[src/rtl/bool_sweep_eval_pkg.sv]
// Shared types and helpers for the SoP/PoS truth-table sweeper.
package bool_sweep_eval_pkg;

    typedef enum logic [1:0] {
        ST_IDLE  = 2'd0,
        ST_SWEEP = 2'd1,
        ST_DONE  = 2'd2
    } state_t;

    // Index of the final input vector for an n-input function.
    function automatic int unsigned last_vec(input int unsigned n);
        return (32'd1 << n) - 32'd1;
    endfunction

endpackage

[src/rtl/sop_pos_eval.sv]
// Structural evaluation of a function in SoP (minterm mask) and PoS (maxterm mask) form.
module sop_pos_eval #(
    parameter int unsigned N = 2
) (
    input  logic [N-1:0]      vec,
    input  logic [(1<<N)-1:0] sop_q,
    input  logic [(1<<N)-1:0] pos_q,
    output logic              s_sop,
    output logic              s_pos
);

    localparam int unsigned W = 1 << N;

    // Minterm i is the AND of literals matching i; maxterm i is the OR of literals
    // that are 0 only at vector i.
    always_comb begin
        s_sop = 1'b0;
        s_pos = 1'b1;
        for (int unsigned i = 0; i < W; i++) begin
            s_sop = s_sop | (sop_q[i] & (&(vec ~^ N'(i))));
            s_pos = s_pos & (~pos_q[i] | (|(vec ^ N'(i))));
        end
    end

endmodule

[src/rtl/bool_sweep_eval.sv]
// Sweeps all 2^N input vectors, comparing the SoP and PoS forms of a function.
module bool_sweep_eval
    import bool_sweep_eval_pkg::*;
#(
    parameter int unsigned N = 2
) (
    input  logic              clk,
    input  logic              rst_n,
    input  logic              start,
    input  logic              abort,
    input  logic [(1<<N)-1:0] sop_mask,
    input  logic [(1<<N)-1:0] pos_mask,
    output logic [N-1:0]      vec,
    output logic              s_sop,
    output logic              s_pos,
    output logic              valid,
    output logic              busy,
    output logic              done,
    output logic [N:0]        mismatch_cnt,
    output logic [N-1:0]      first_bad,
    output logic              any_bad
);

    localparam int unsigned W    = 1 << N;
    localparam int unsigned CW   = N + 1;
    localparam logic [N-1:0] LAST = N'(last_vec(N));

    state_t          state, state_nx;
    logic [W-1:0]    sop_q, pos_q, sop_nx, pos_nx;
    logic [N-1:0]    vec_nx, first_bad_nx;
    logic [CW-1:0]   cnt_nx;
    logic            any_bad_nx, busy_nx, done_nx;
    logic            mis;

    sop_pos_eval #(.N(N)) u_eval (
        .vec   (vec),
        .sop_q (sop_q),
        .pos_q (pos_q),
        .s_sop (s_sop),
        .s_pos (s_pos)
    );

    assign mis = s_sop ^ s_pos;

    // State and datapath registers.
    always_ff @(posedge clk or negedge rst_n) begin
        if (!rst_n) begin
            state        <= ST_IDLE;
            sop_q        <= '0;
            pos_q        <= '0;
            vec          <= '0;
            mismatch_cnt <= '0;
            first_bad    <= '0;
            any_bad      <= 1'b0;
            busy         <= 1'b0;
            valid        <= 1'b0;
            done         <= 1'b0;
        end else begin
            state        <= state_nx;
            sop_q        <= sop_nx;
            pos_q        <= pos_nx;
            vec          <= vec_nx;
            mismatch_cnt <= cnt_nx;
            first_bad    <= first_bad_nx;
            any_bad      <= any_bad_nx;
            busy         <= busy_nx;
            valid        <= busy_nx;
            done         <= done_nx;
        end
    end

    // Next-state, counter and accumulator logic.
    always_comb begin
        state_nx     = state;
        sop_nx       = sop_q;
        pos_nx       = pos_q;
        vec_nx       = vec;
        cnt_nx       = mismatch_cnt;
        first_bad_nx = first_bad;
        any_bad_nx   = any_bad;

        case (state)
            ST_IDLE: begin
                if (start) begin
                    sop_nx       = sop_mask;
                    pos_nx       = pos_mask;
                    vec_nx       = '0;
                    cnt_nx       = '0;
                    first_bad_nx = '0;
                    any_bad_nx   = 1'b0;
                    state_nx     = ST_SWEEP;
                end
            end
            ST_SWEEP: begin
                if (mis) begin
                    cnt_nx = mismatch_cnt + CW'(1);
                    if (!any_bad) begin
                        first_bad_nx = vec;
                        any_bad_nx   = 1'b1;
                    end
                end
                // Abort wins over the final-vector exit; vec never wraps past LAST.
                if (abort) begin
                    state_nx = ST_IDLE;
                end else if (vec == LAST) begin
                    state_nx = ST_DONE;
                end else begin
                    vec_nx = vec + N'(1);
                end
            end
            ST_DONE: state_nx = ST_IDLE;
            default: state_nx = ST_IDLE;
        endcase

        busy_nx = (state_nx == ST_SWEEP);
        done_nx = (state_nx == ST_DONE);
    end

endmodule

[config.mk]
export PLATFORM = sky130hd
export DESIGN_NAME = bool_sweep_eval
export DESIGN_NICKNAME = d
export VERILOG_FILES = /design/src/rtl/bool_sweep_eval_pkg.sv /design/src/rtl/sop_pos_eval.sv /design/src/rtl/bool_sweep_eval.sv
export SDC_FILE = /design/constraint.sdc
export NUM_CORES = 1
export LEC_CHECK = 0
export BUFFER_PORTS_ARGS = -buffer_cell sky130_fd_sc_hd__buf_2
export CORE_UTILIZATION = 51
export CTS_CLUSTER_DIAMETER = 100
export CTS_CLUSTER_SIZE = 30
export DETAILED_ROUTE_END_ITERATION = 10
export GPL_TIMING_DRIVEN = 0
export PLACE_DENSITY = 0.89
export SLEW_MARGIN = 20
export SYNTH_ARGS = -nofsm -noshare
export SYNTH_HDL_FRONTEND = slang
export SYNTH_SLANG_ARGS = --single-unit
[constraint.sdc]
create_clock -name clk -period 2.4 [get_ports clk]
set_input_delay 0.48 -clock clk [delete_from_list [all_inputs] [get_ports clk]]
set_output_delay 0.48 -clock clk [all_outputs]
set_load 0.02 [all_outputs]
* After elaboration in Yosys (flattened, before gate mapping)
Cells that the tools add are included.
** Storage, ports and cells
- Bits in read-only memories :: 0
- Flip-flop bits (word level) :: 20
- Memories :: 0
- Bits in writable memories :: 0
- Output and inout bits :: 13
- Latch bits :: 0
** Operators by class
- Divide/modulo/power cells :: 0
- Reductions and logical operators :: 14
- $lt $le $gt $ge :: 0
- $mul :: 0
- Equal/unequal tests :: 9
- Bitwise operators :: 22
- Muxes and demuxes :: 17
- Shift-type cells :: 0
- Add/subtract/negate cells :: 2
** Operators by type and width (count)
- 2-bit two-way mux :: 8
- 2-bit one-hot mux with 2 select lines :: 3
- 2-bit inequality test, second input constant :: 5
- 2-bit AND reduction :: 5
- 4-bit AND reduction :: 2
- 2-bit OR reduction :: 4
- 1-bit AND :: 7
- 1-bit OR :: 7
- 3-bit two-way mux :: 2
- 1-bit NOT :: 6
- 3-bit one-hot mux with 2 select lines :: 1
- 2-bit by 1-bit == test with 1-bit output, second input constant :: 2
- 2-bit == test, second input constant :: 2
- 3-bit by 1-bit adder with 3-bit output, second input constant :: 1
- 3-bit AND reduction :: 1
- 2-bit by 1-bit adder with 2-bit output, second input constant :: 1
- 2-bit logical NOT :: 1
- 1-bit two-way mux :: 2
- 2-bit NOT :: 1
- 1-bit one-hot mux with 2 select lines :: 1
- 2-bit nonzero test :: 1
- 1-bit XOR :: 1

* Longest topological paths before layout
Gate-level depths: netlist (run 1).
- Word-level depth :: 9
- Depth in mapped cells :: 6
- Mapped depth without buffers :: 6

* Cells and area by module
Synthesis (run 1) repeated with hierarchy kept, for this count alone.
** Second synthesis, totals
- Cell total of the unflattened synthesis :: 74
- Area, all modules :: 978.4 sq um
** By module, submodules not included
- bool_sweep_eval :: sequential area each 500.5 sq um, cells each 71, area each 925.9 sq um, times used 1
- sop_pos_eval :: sequential area each 0.0 sq um, cells each 3, area each 52.6 sq um, times used 1

* Least setup slack after synthesis (run 1)
Ideal clock, no wire load.
- Path type :: register to register
- Start point :: register vec[0]
- End point :: register first_bad[0]
- Slack :: 0.326 ns
- Data arrival time :: 1.950 ns
- Cell stages (with the launch flop) :: 7
- Clock period less this slack :: 2.074 ns
- Data required time :: 2.276 ns
- Path through :: dfrtp_1 -> inv_1 -> ha_1 -> a22o_4 -> o211a_4 -> o311a_1 -> a211o_1
** Between the ends
- Word-level cells in the longest chain between the ends :: 9
** Ends and longest elaborated chain
- start, declared :: RTL line bool_sweep_eval.sv:13 : output logic [N-1:0] vec,
- start signal, assigned :: RTL line bool_sweep_eval.sv:62 : vec <= vec_nx;
- 2-bit NOT (no line) or 1-bit NOT (tied branches)
- 2-bit AND reduction or 2-bit OR reduction (tied branches) :: RTL line sop_pos_eval.sv:20, sop_pos_eval.sv:21
- 1-bit AND or 1-bit OR (tied branches) :: RTL line sop_pos_eval.sv:20, sop_pos_eval.sv:21
- 1-bit OR or 1-bit AND (tied branches) (3 in a row) :: RTL line sop_pos_eval.sv:20, sop_pos_eval.sv:21
- 1-bit XOR :: RTL line bool_sweep_eval.sv:43 : assign mis = s_sop ^ s_pos;
- 2-bit inequality test (no line)
- 4-bit AND reduction (no line)
- end signal, assigned :: RTL line bool_sweep_eval.sv:64 : first_bad <= first_bad_nx;
- end, declared :: RTL line bool_sweep_eval.sv:20 : output logic [N-1:0] first_bad,
Several ways; a longest one is shown, not always the timed one. The select of a mux whose other input is x is not followed.
A chain may end at the register's enable or synchronous reset.

* Final worst setup path (run 1)
- Start point :: register vec[0]
- End point :: output s_pos
** Between the ends
- Word-level cells in the longest chain between the ends :: 6
** Ends and longest elaborated chain
- 1-bit NOT (no line)
- 2-bit OR reduction :: RTL line sop_pos_eval.sv:21 : s_pos = s_pos & (~pos_q[i] | (|(vec ^ N'(i))));
- 1-bit OR :: RTL line sop_pos_eval.sv:21
- 1-bit AND (2 in a row) :: RTL line sop_pos_eval.sv:21
- 1-bit AND * :: RTL line sop_pos_eval.sv:21
- end, declared :: RTL line bool_sweep_eval.sv:15 : output logic s_pos,
Every way passes the cells marked *; elsewhere a longest branch is shown, timed or not.

==> Flow_metrics.wiki, run 1 <==
{| class="wikitable"
! Metric !! Value
|-
| Pins over their slew limit || 0
|-
| Number of buffer and inverter instances along the worst setup path || 2
|-
| Layout cells sized above 1 || between 40% and 50%
|-
| Largest net degree at the start of global routing || 21
|-
| Weighted congestion reported at the end of routability-driven placement || roughly 0.79
|-
| Worst-case vdd ir drop || around 0.0008 V
|-
| Final worst hold slack || about 0.09 ns
|-
| Outcome || finished clean
|-
| Number of synthesis warnings || 0
|-
| Global-route usage over all layers || 22.91%
|-
| Total standard cell area after synthesis || 1013 um^2
|-
| Total global routing overflow || 0
|-
| Nature of the critical path startpoint || flip-flop
|-
| Max Clock Freq || ~460 MHz
|-
| Hold WC Path Type || primary input to async pin
|-
| Slowest stage cell on the critical path || dfrtp_1
|-
| Residual antenna-violating net count after detailed routing || 0
|-
| Total power density per cell area || about 1300 nW/um^2
|-
| Via Count || just under 800
|-
| Width of the chip || between 40 and 50 um
|-
| Total clock buffers created by CTS || 3
|-
| Sum Neg Setup Slack || 0 ns
|-
| Skew final || around 0.0061 ns
|-
| Static leakage || approximately 0.60 nW
|-
| Main synth FF type || dfrtp_1
|-
| Slowest cell delay on critical path || ~0.45 ns
|-
| Via count of the first global-routing pass || 762
|-
| Drt initial violations || 10
|-
| Number of nets produced by synthesis || about 100
|-
| Multi-input gate area in the final layout || 488.0 um^2
|-
| DRC Markers || 0
|-
| Top fanout value on the critical path || 5
|-
| Number of antenna violations at the first check in global routing || 0
|-
| Number of antenna diodes || 0
|-
| Maximum clock insertion buffer count || 2
|-
| Initial standard-cell utilization of the core || a little under three fifths
|-
| Die outline height || around 47 um
|-
| Buffer type at the clock tree root || clkbuf_4
|-
| Asr flop ratio synth || 100.0%
|-
| Post-layout power || 1.572 mW
|-
| Proportion of synthesized chip area in sequential cells || between 40% and 50%
|-
| Setup violation total in the final timing report || 0
|-
| Resize count post-CTS || 0
|-
| Average cell area after synthesis || 11.65 um^2
|-
| Count of TritonRoute iterations in the first routing pass || 4
|-
| WS Path Type || flip-flop to primary output
|-
| Area of the core || about 1800 um^2
|-
| CP endpoint kind || primary output
|-
| DP Wirelength || 1.461 mm
|-
| Total die area || 2170 um^2
|-
| Area delta synth->final || 19.01%
|-
| H-tree levels || 1
|-
| Post-CTS Hold Fix Bufs || 0
|-
| Final-layout fill cell count || around 160
|-
| Port Buffer Count || 24
|-
| Clock tree from TritonCTS || done
|-
| Worst Setup Slack post-DPL || around 0.28 ns
|-
| Critical path data arrival time || between 1.5 and 2 ns
|-
| Floorplan row count || 15
|-
| Rel. slew slack || 67.75%
|-
| Number of nets in the layout || between 100 and 150
|-
| Wire length of the first global-routing pass || between 3 and 4 mm
|-
| Io pins || 25
|-
| WP data required || approximately 1.9 ns
|-
| Routed wire per std cell || roughly 14 um
|-
| Fin. Hold Viols || 0
|-
| Final Critical Period || 2.175 ns
|-
| Setup repair after global routing missed its margin || no
|-
| Dominant delay contributor by cell family on the critical path || flip-flops
|-
| Detailed-route vias per instance || roughly 5.6
|-
| Number of clock sinks || 20
|-
| Post-route clock period utilization || 90.64%
|-
| Syn Inst Count || between 80 and 90
|-
| Wire length reported by the detailed router || 1.959 mm
|-
| Clock Pin Slew Worst Setup and Hold Paths || roughly 0.12 ns
|-
| Max-Cap Viols || 0
|-
| Cell breakdown of the critical path || inv_1, ha_1, a22o_2, nor2_1, buf_2
|-
| Count of different cell masters after synthesis || 31
|-
| Insertion delay of the later-clocked pin in the worst-skew pair || around 0.31 ns
|-
| Count of flip-flops with a built-in enable after synthesis || 0
|-
| Area used by sequential logic in the layout || ~500 um^2
|-
| Post-synthesis sequential element count || 20
|-
| # Post-CTS Setup Buffers || 0
|-
| Least-Margin Pin Slew || just under 0.5 ns
|-
| Worst setup margin || approximately 0.22 ns
|}
[cell families (layout without fill, tap and decap cells)]
| group | count (synthesis) | after routing | share of synthesized area [%] |
|---|---|---|---|
| compound gates | 21 | 21 | 19.01 |
| mux | 8 | 8 | 8.889 |
| flops | 20 | 20 | 49.38 |
| fa+ha+maj | 5 | 5 | 6.173 |
| simple gates | 26 | 26 | 13.58 |
| buf+inv | 7 | 35 | 2.963 |
[cell usage in the layout, fill, tap and decap left out, drive strengths merged]
master  Yosys  final
a211o       3      3
a211oi      1      1
a21o        1      1
a22o        2      2
a22oi       2      2
a31o        1      1
a31oi       3      3
buf         1     25
clkbuf      2      6
dfrtp      20     20
ha          5      5
inv         4      4
mux2        8      8
nand2       6      6
nand2b      1      1
nand3       3      3
nand4       2      2
nor2        5      5
nor2b       1      1
nor3b       3      3
nor4        2      2
nor4b       1      1
o211a       1      1
o211ai      2      2
o21ai       2      2
o21bai      1      1
o311a       2      2
or2         2      2
[sequential cells by signal, summed over array words and instances, names as in the netlist]
register	flops
pos_q	4
vec	2
any_bad	1
done	1
first_bad	2
busy	1
state	2
sop_q	4
mismatch_cnt	3
[synth_stat cells (all sizes together), types with 2 or more instances]
library cell,n,area [um^2]
nand4,2,12.51
a31oi,3,18.77
mux2,8,90.09
nor3b,3,22.52
o211ai,2,15.01
nor2,5,18.77
dfrtp,20,500.5
nand3,3,15.01
o311a,2,20.02
inv,4,15.01
o21ai,2,10.01
nand2,6,22.52
a22o,2,27.53
a211o,3,27.53
nor4,2,12.51
ha,5,62.56
clkbuf,2,7.510
a22oi,2,20.02
or2,2,12.51
[final timing paths]
check / from / end / slack (ns) / depth (start not counted)
min: rst_n / vec[1] / 0.09 / 1
max in group asynchronous: rst_n / sop_q[1] / 2.01 / 1
max reg2reg: vec[0] / first_bad[0] / 0.32 / 6
min in group clk: abort / state[1] / 0.35 / 2
min reg2reg: mismatch_cnt[0] / mismatch_cnt[0] / 0.51 / 1
max: vec[0] / s_pos / 0.22 / 5
[metrics by stage]
| step | util (%) | instances | area, um^2 |
|---|---|---|---|
| global route | 66.94 | 140 | 1206 |
| detailed placement | 64.65 | 136 | 1165 |
| global placement | 64.65 | 136 | 1165 |
| CTS | 66.67 | 140 | 1201 |
| floorplan | - | 87 | 1013 |
| finish | 66.94 | 140 | 1206 |
[metal layers]
layer | global-route usage (%) | routed length [um] | up-vias
met1 | 28.47 | 878 | 379
met5 | 0 | 0 | -
met3 | 3.922 | 87 | 4
li1 | - | - | 380
met2 | 36.39 | 937 | 26
met4 | 14.12 | 55 | 0
[report_power, final]
part	leakage, nW	internal [mW]	total [mW]	switching [mW]
clock	0.0210	0.0927	0.200	0.107
combinational	0.329	0.340	0.816	0.475
sequential	0.250	0.454	0.556	0.102
total	0.600	0.887	1.57	0.685
[layout make-up]
cell class                 count  area share [%]
sequential                    20           41.49
multi-input combinational     60           40.46
timing repair buffer          24           9.958
clock buffer                   4           3.008
tap                           25           2.593
buffer                         3           1.245
inverter                       4           1.245
Note: power is estimated with default switching activity, not from simulation.
==> inputs of run 2 (changes only) <==
SYNTH_HIERARCHICAL = 1   (was unset)
==> Flow_metrics.wiki, run 2 <==
{| class="wikitable"
! Metric !! Value
|-
| Outcome || finished clean
|-
| Least-Margin Pin Slew || 0.4349 ns (-0.04881 ns)
|-
| Main synth FF type || dfrtp_1
|-
| Insertion delay of the later-clocked pin in the worst-skew pair || 0.30 ns (about the same)
|-
| Die outline height || 45.80 um (-1.7%)
|-
| Layout cells sized above 1 || 43.56% (+2.7 points)
|-
| Area of the core || 1764 um^2 (-2.1%)
|-
| Sum Neg Setup Slack || 0 ns (unchanged)
|-
| Post-route clock period utilization || 88.22% (-2.4 points)
|-
| Most used standard cells in the synthesized netlist || 20 x dfrtp_1, 8 x mux2_2, 6 x inv_1, 5 x o21ai_0, 4 x o31ai_1
|-
| Total global routing overflow || 0 (unchanged)
|-
| Static leakage || 0.5617 nW (-6.4%)
|-
| Residual antenna-violating net count after detailed routing || 0 (unchanged)
|-
| Asr flop ratio synth || 100.0% (unchanged)
|-
| Count of TritonRoute iterations in the first routing pass || 3 (-1)
|-
| Area contributors post-synth || dfrtp_1 51%, mux2_2 9.2%, o31ai_1 3.1%, mux4_1 2.7%, a22o_1 2.7%
|-
| Max Clock Freq || 472.3 MHz (+2.7%)
|-
| Count of different cell masters after synthesis || 27 (-13%)
|-
| Setup violation total in the final timing report || 0 (unchanged)
|-
| Io pins || 25 (unchanged)
|-
| Proportion of synthesized chip area in sequential cells || 51.15% (+1.8 points)
|-
| Area delta synth->final || 17.78%
|-
| Most numerous cell in the Yosys netlist || dfrtp_1
|-
| Total clock buffers created by CTS || 3 (unchanged)
|-
| Port Buffer Count || 24 (unchanged)
|-
| DP Wirelength || 1.225 mm (-16%)
|-
| Buffer type at the clock tree root || clkbuf_4
|-
| Top cell type's share of synthesized area || 51.15% (+1.8 points)
|-
| Post-CTS Hold Fix Bufs || 0 (unchanged)
|-
| Total power density per cell area || 1237 nW/um^2 (-5.1%)
|-
| Rel. slew slack || 70.97% (+3.2 points)
|-
| Drt initial violations || 7 (-3)
|-
| Final Critical Period || 2.117 ns (-0.05820 ns)
|-
| Detailed-route vias per instance || 5.405 (-4.1%)
|-
| Floorplan row count || 15 (unchanged)
|-
| Clock Pin Slew Worst Setup and Hold Paths || 0.11 ns (about the same)
|-
| Via Count || 681 (-14%)
|-
| Top fanout value on the critical path || 8 (+3)
|-
| Number of nets in the layout || 117 (-12%)
|-
| Initial standard-cell utilization of the core || 55.46% (-0.79 points)
|-
| Average cell area after synthesis || 13.22 um^2 (+14%)
|-
| Total die area || 2098 um^2 (-3.3%)
|-
| Regs by FF count || pos_q x4, sop_q x4, mismatch_cnt x3
|-
| Syn Inst Count || 74 (-15%)
|-
| Maximum clock insertion buffer count || 2 (unchanged)
|-
| Wire length of the first global-routing pass || 2.587 mm (-24%)
|-
| Setup repair after global routing missed its margin || no
|-
| Pins over their slew limit || 0 (unchanged)
|-
| Nature of the critical path startpoint || flip-flop
|-
| Via count of the first global-routing pass || 627 (-18%)
|-
| Critical path data arrival time || 1.64 ns (-0.06 ns)
|-
| Max-Cap Viols || 0 (unchanged)
|-
| Launch point of the worst reg-to-reg path || vec[1]
|-
| Slowest stage cell on the critical path || mux4_2
|-
| Global-route usage over all layers || 17.43% (-5.5 points)
|-
| Weighted congestion reported at the end of routability-driven placement || 0.7799 (-1.8%)
|-
| Commonest non-fill, non-tap cells in the layout || 25 x buf_2, 20 x dfrtp_1, 8 x mux2_2, 6 x inv_1, 5 x o21ai_0
|-
| Fin. Hold Viols || 0 (unchanged)
|-
| H-tree levels || 1 (unchanged)
|-
| Total standard cell area after synthesis || 978.4 um^2 (-3.5%)
|-
| Worst-case vdd ir drop || 0.0005722 V (-28%)
|-
| Number of antenna violations at the first check in global routing || 0 (unchanged)
|-
| WP data required || 1.92 ns (about the same)
|-
| Number of synthesis warnings || 6 (+6)
|-
| Wire length reported by the detailed router || 1.626 mm (-17%)
|-
| Hold WC Path Type || primary input to async pin
|-
| Leading cell type in the layout, fill and taps excluded || buf_2
|-
| Cell breakdown of the critical path || mux4_2, inv_1, buf_2
|-
| Number of nets produced by synthesis || 88 (-15%)
|-
| Final-layout fill cell count || 154 (-2.5%)
|-
| Width of the chip || 45.80 um (-1.7%)
|-
| Resize count post-CTS || 0 (unchanged)
|-
| DRC Markers || 0 (unchanged)
|-
| Synth area leader || dfrtp_1
|-
| WS Path Type || flip-flop to primary output
|-
| # Post-CTS Setup Buffers || 0 (unchanged)
|-
| Routed wire per std cell || 12.90 um (-7.8%)
|-
| CP endpoint kind || primary output
|-
| Skew final || 0.005593 ns (-0.0004826 ns)
|-
| Final worst hold slack || 0.1046 ns (+0.01426 ns)
|-
| Largest net degree at the start of global routing || 21 (unchanged)
|-
| Number of antenna diodes || 0 (unchanged)
|-
| Number of clock sinks || 20 (unchanged)
|-
| Slowest cell delay on critical path || 0.53 ns (+0.08 ns)
|-
| Count of flip-flops with a built-in enable after synthesis || 0 (unchanged)
|-
| Clock tree from TritonCTS || done
|-
| Launch point of the critical path || vec[0]
|-
| Post-synthesis sequential element count || 20 (unchanged)
|}
[run 2: cell type report]
cell class,instances,area [um^2],area share (%)
Sequential cell,20,500.5,43.43
Inverter,6,22.52,1.954
Timing Repair Buffer,24,120.1,10.42
Buffer,4,35.03,3.040
Clock buffer,3,22.52,1.954
Multi-Input combinational cell,44,420.4,36.48
Tap cell,25,31.28,2.714
[run 2: cells by family after synthesis]
kind of cell             Yosys count  synth area share (%)
AO/OA/AOI/OAI                     16                 11.51
buffers and inverters             10                 5.882
adder cells (fa/ha/maj)            2                 2.557
multiplexers                      13                 17.39
flip-flops                        20                 51.15
XOR/XNOR                           1                 1.663
AND/OR/NAND/NOR                   12                 9.847
[run 2: where the power goes]
part / switching (mW) / total [mW] / internal (mW)
clock: 0.0985 / 0.157 / 0.0584
combinational: 0.383 / 0.727 / 0.344
sequential: 0.0918 / 0.542 / 0.450
[run 2: metal layers]
layer  part of all wire, %  up-vias  track usage, %
li1                      -      324               -
met1                    43      340           20.66
met2                    52       12           30.29
met3                   2.8        5           2.381
met4                   1.3        0           9.412
met5                     0        -               0
[run 2: worst max-delay path, delay by kind of cell (launching register included)]
kind | cells | cell delay, ns
buffers and inverters | 2 | 0.30
muxes | 1 | 0.53
DFF | 1 | 0.51
[run 2: worst paths after layout]
| kind | end | depth (start not counted) | slack [ns] |
|---|---|---|---|
| min | any_bad | 1 | 0.10 |
| max reg2reg | mismatch_cnt[0] | 4 | 0.28 |
| min reg2reg | mismatch_cnt[2] | 1 | 0.49 |
| max | s_pos | 3 | 0.28 |
| max in group asynchronous | pos_q[2] | 1 | 1.99 |
| min in group clk | sop_q[3] | 2 | 0.40 |
[run 2: stage by stage]
stage	utilization, %	cells	cell area [um^2]	power, mW	setup WS [ns]
after floorplan	-	74	978.4	1.091	0.1722
after global placement	64.04	123	1130	1.250	0.3124
after detailed placement	64.04	123	1130	1.283	0.2914
after CTS	65.32	126	1152	1.431	0.2739
after global routing	65.32	126	1152	1.517	0.1858
final	65.32	126	1152	1.425	0.2827
==> inputs of run 3 (changes only) <==
RECOVER_POWER = 100   (was unset)
==> Flow_metrics.wiki, run 3 (synthesized netlist as in run 2, its figures left out) <==
{| class="wikitable"
! Metric !! Value
|-
| Outcome || finished clean
|-
| Insertion delay of the later-clocked pin in the worst-skew pair || 0.29 ns (about the same)
|-
| Worst Setup Slack post-DPL || 0.2914 ns (unchanged)
|-
| Final standard cell area without fillers || 1110 um^2 (-3.7%)
|-
| Sum Neg Setup Slack || 0 ns (unchanged)
|-
| WS Path Type || flip-flop to primary output
|-
| Setup violation total in the final timing report || 0 (unchanged)
|-
| CP endpoint kind || primary output
|-
| Width of the chip || 45.80 um (unchanged)
|-
| Clock Pin Slew Worst Setup and Hold Paths || 0.11 ns (about the same)
|-
| Area of the core || 1764 um^2 (unchanged)
|-
| Detailed-route vias per instance || 5.437 (+0.59%)
|-
| Slowest cell delay on critical path || 0.53 ns (about the same)
|-
| Nature of the critical path startpoint || flip-flop
|-
| Regs by FF count || pos_q x4, sop_q x4, mismatch_cnt x3
|-
| Post-DP Area || 1130 um^2 (unchanged)
|-
| Layout cells sized above 1 || 25.74% (-18 points)
|-
| Clock tree from TritonCTS || done
|-
| Total global routing overflow || 0 (unchanged)
|-
| H-tree levels || 1 (unchanged)
|-
| Hold WC Path Type || primary input to async pin
|-
| Wire length reported by the detailed router || 1.660 mm (+2.1%)
|-
| Leading cell type in the layout, fill and taps excluded || dfrtp_1
|-
| Io pins || 25 (unchanged)
|-
| Via count of the first global-routing pass || 627 (unchanged)
|-
| Wire length of the first global-routing pass || 2.587 mm (unchanged)
|-
| DRC Markers || 0 (unchanged)
|-
| Max Clock Freq || 456.3 MHz (-3.4%)
|-
| Slowest stage cell on the critical path || mux4_2
|-
| Number of clock sinks || 20 (unchanged)
|-
| Setup repair after global routing missed its margin || no
|-
| Max-Cap Viols || 0 (unchanged)
|-
| Largest net degree at the start of global routing || 21 (unchanged)
|-
| Global-route usage over all layers || 17.43% (unchanged)
|-
| Residual antenna-violating net count after detailed routing || 0 (unchanged)
|-
| Commonest non-fill, non-tap cells in the layout || 20 x dfrtp_1, 16 x clkbuf_1, 10 x buf_2, 8 x mux2_2, 6 x inv_1
|-
| Pins over their slew limit || 0 (unchanged)
|-
| Number of nets in the layout || 117 (unchanged)
|-
| Cell breakdown of the critical path || mux4_2, inv_1, clkbuf_1
|-
| WP data required || 1.92 ns (about the same)
|-
| Fin. Hold Viols || 0 (unchanged)
|-
| DP Wirelength || 1.225 mm (unchanged)
|-
| Count of TritonRoute iterations in the first routing pass || 4 (+1)
|-
| Post-CTS Hold Fix Bufs || 0 (unchanged)
|-
| Number of antenna diodes || 0 (unchanged)
|-
| # Post-CTS Setup Buffers || 0 (unchanged)
|-
| Total power density per cell area || 1241 nW/um^2 (+0.31%)
|-
| Rel. slew slack || 20.54% (-50 points)
|-
| Buffer type at the clock tree root || clkbuf_4
|-
| Maximum clock insertion buffer count || 2 (unchanged)
|-
| Top fanout value on the critical path || 8 (unchanged)
|-
| Worst setup margin || 0.2086 ns (-0.07416 ns)
|-
| Initial standard-cell utilization of the core || 55.46% (unchanged)
|-
| Port Buffer Count || 24 (unchanged)
|-
| Non-filler cells in the finished layout || 126 (unchanged)
|-
| Routed wire per std cell || 13.17 um (+2.1%)
|-
| Floorplan row count || 15 (unchanged)
|-
| Via Count || 685 (+0.59%)
|-
| Worst-case vdd ir drop || 0.0005658 V (-1.1%)
|-
| Weighted congestion reported at the end of routability-driven placement || 0.7799 (unchanged)
|-
| Final worst hold slack || 0.3361 ns (+0.2315 ns)
|-
| Die outline height || 45.80 um (unchanged)
|-
| Critical path data arrival time || 1.71 ns (+0.07 ns)
|-
| Area delta synth->final || 13.43%
|-
| Total clock buffers created by CTS || 3 (unchanged)
|-
| Static leakage || 0.5006 nW (-11%)
|-
| Total die area || 2098 um^2 (unchanged)
|-
| Dpl cells || 123 (unchanged)
|-
| Number of antenna violations at the first check in global routing || 0 (unchanged)
|-
| Post-route clock period utilization || 91.31% (+3.1 points)
|-
| Final Critical Period || 2.191 ns (+0.07416 ns)
|-
| Drt initial violations || 12 (+5)
|-
| Least-Margin Pin Slew || 1.189 ns (+0.7544 ns)
|-
| Resize count post-CTS || 0 (unchanged)
|-
| Skew final || 0.003357 ns (-0.002236 ns)
|}
==> run 3: cell types whose count changed in the layout (fill, tap and decap cells not counted), sizes merged <==
cell,delta
clkbuf,+16
buf,-16
==> run 3: final timing paths <==
check / slack, ns / from / end / cells after the start
setup / recovery: 0.21 / vec[0] / s_pos / 3
hold / removal: 0.34 / rst_n / done / 1
setup reg to reg: 0.25 / state[0] / sop_q[2] / 3
hold reg to reg: 0.49 / mismatch_cnt[2] / mismatch_cnt[2] / 1
max in group asynchronous: 1.44 / rst_n / pos_q[2] / 1
min in group clk: 0.40 / sop_mask[3] / sop_q[3] / 2
==> run 3: routing by layer <==
| metal | GRT usage [%] | routed length [um] |
|---|---|---|
| met1 | 20.66 | 714 |
| met2 | 30.29 | 857 |
| met3 | 2.381 | 62 |
| met4 | 9.412 | 26 |
| met5 | 0 | 0 |
==> run 3: per-stage QoR <==
step / util, % / power, mW
finish: 62.91 / 1.377
global route: 62.91 / 1.467
CTS: 65.32 / 1.431
detailed placement: 64.04 / 1.283
global placement: 64.04 / 1.250
floorplan: - / 1.091
==> run 3: worst max-delay path, delay by kind of cell, from the launching register on <==
kind,cells,cell delay [ns]
multiplexers,1,0.53
flip-flops,1,0.51
buffers and inverters,2,0.38
==> run 3: final cells by class <==
type                       instances  area, um^2
timing repair buffer              24       102.6
sequential                        20       500.5
multi-input combinational         44       404.1
tap                               25       31.28
clock buffer                       3       22.52
buffer                             4       26.28
fill                             161       654.4
inverter                           6       22.52
==> run 3: report_power, final <==
| part | switching [mW] | leakage [nW] | internal (mW) |
|---|---|---|---|
| Combinational | 0.381 | 0.236 | 0.299 |
| Clock | 0.0961 | 0.0138 | 0.0585 |
| Sequential | 0.0927 | 0.251 | 0.450 |
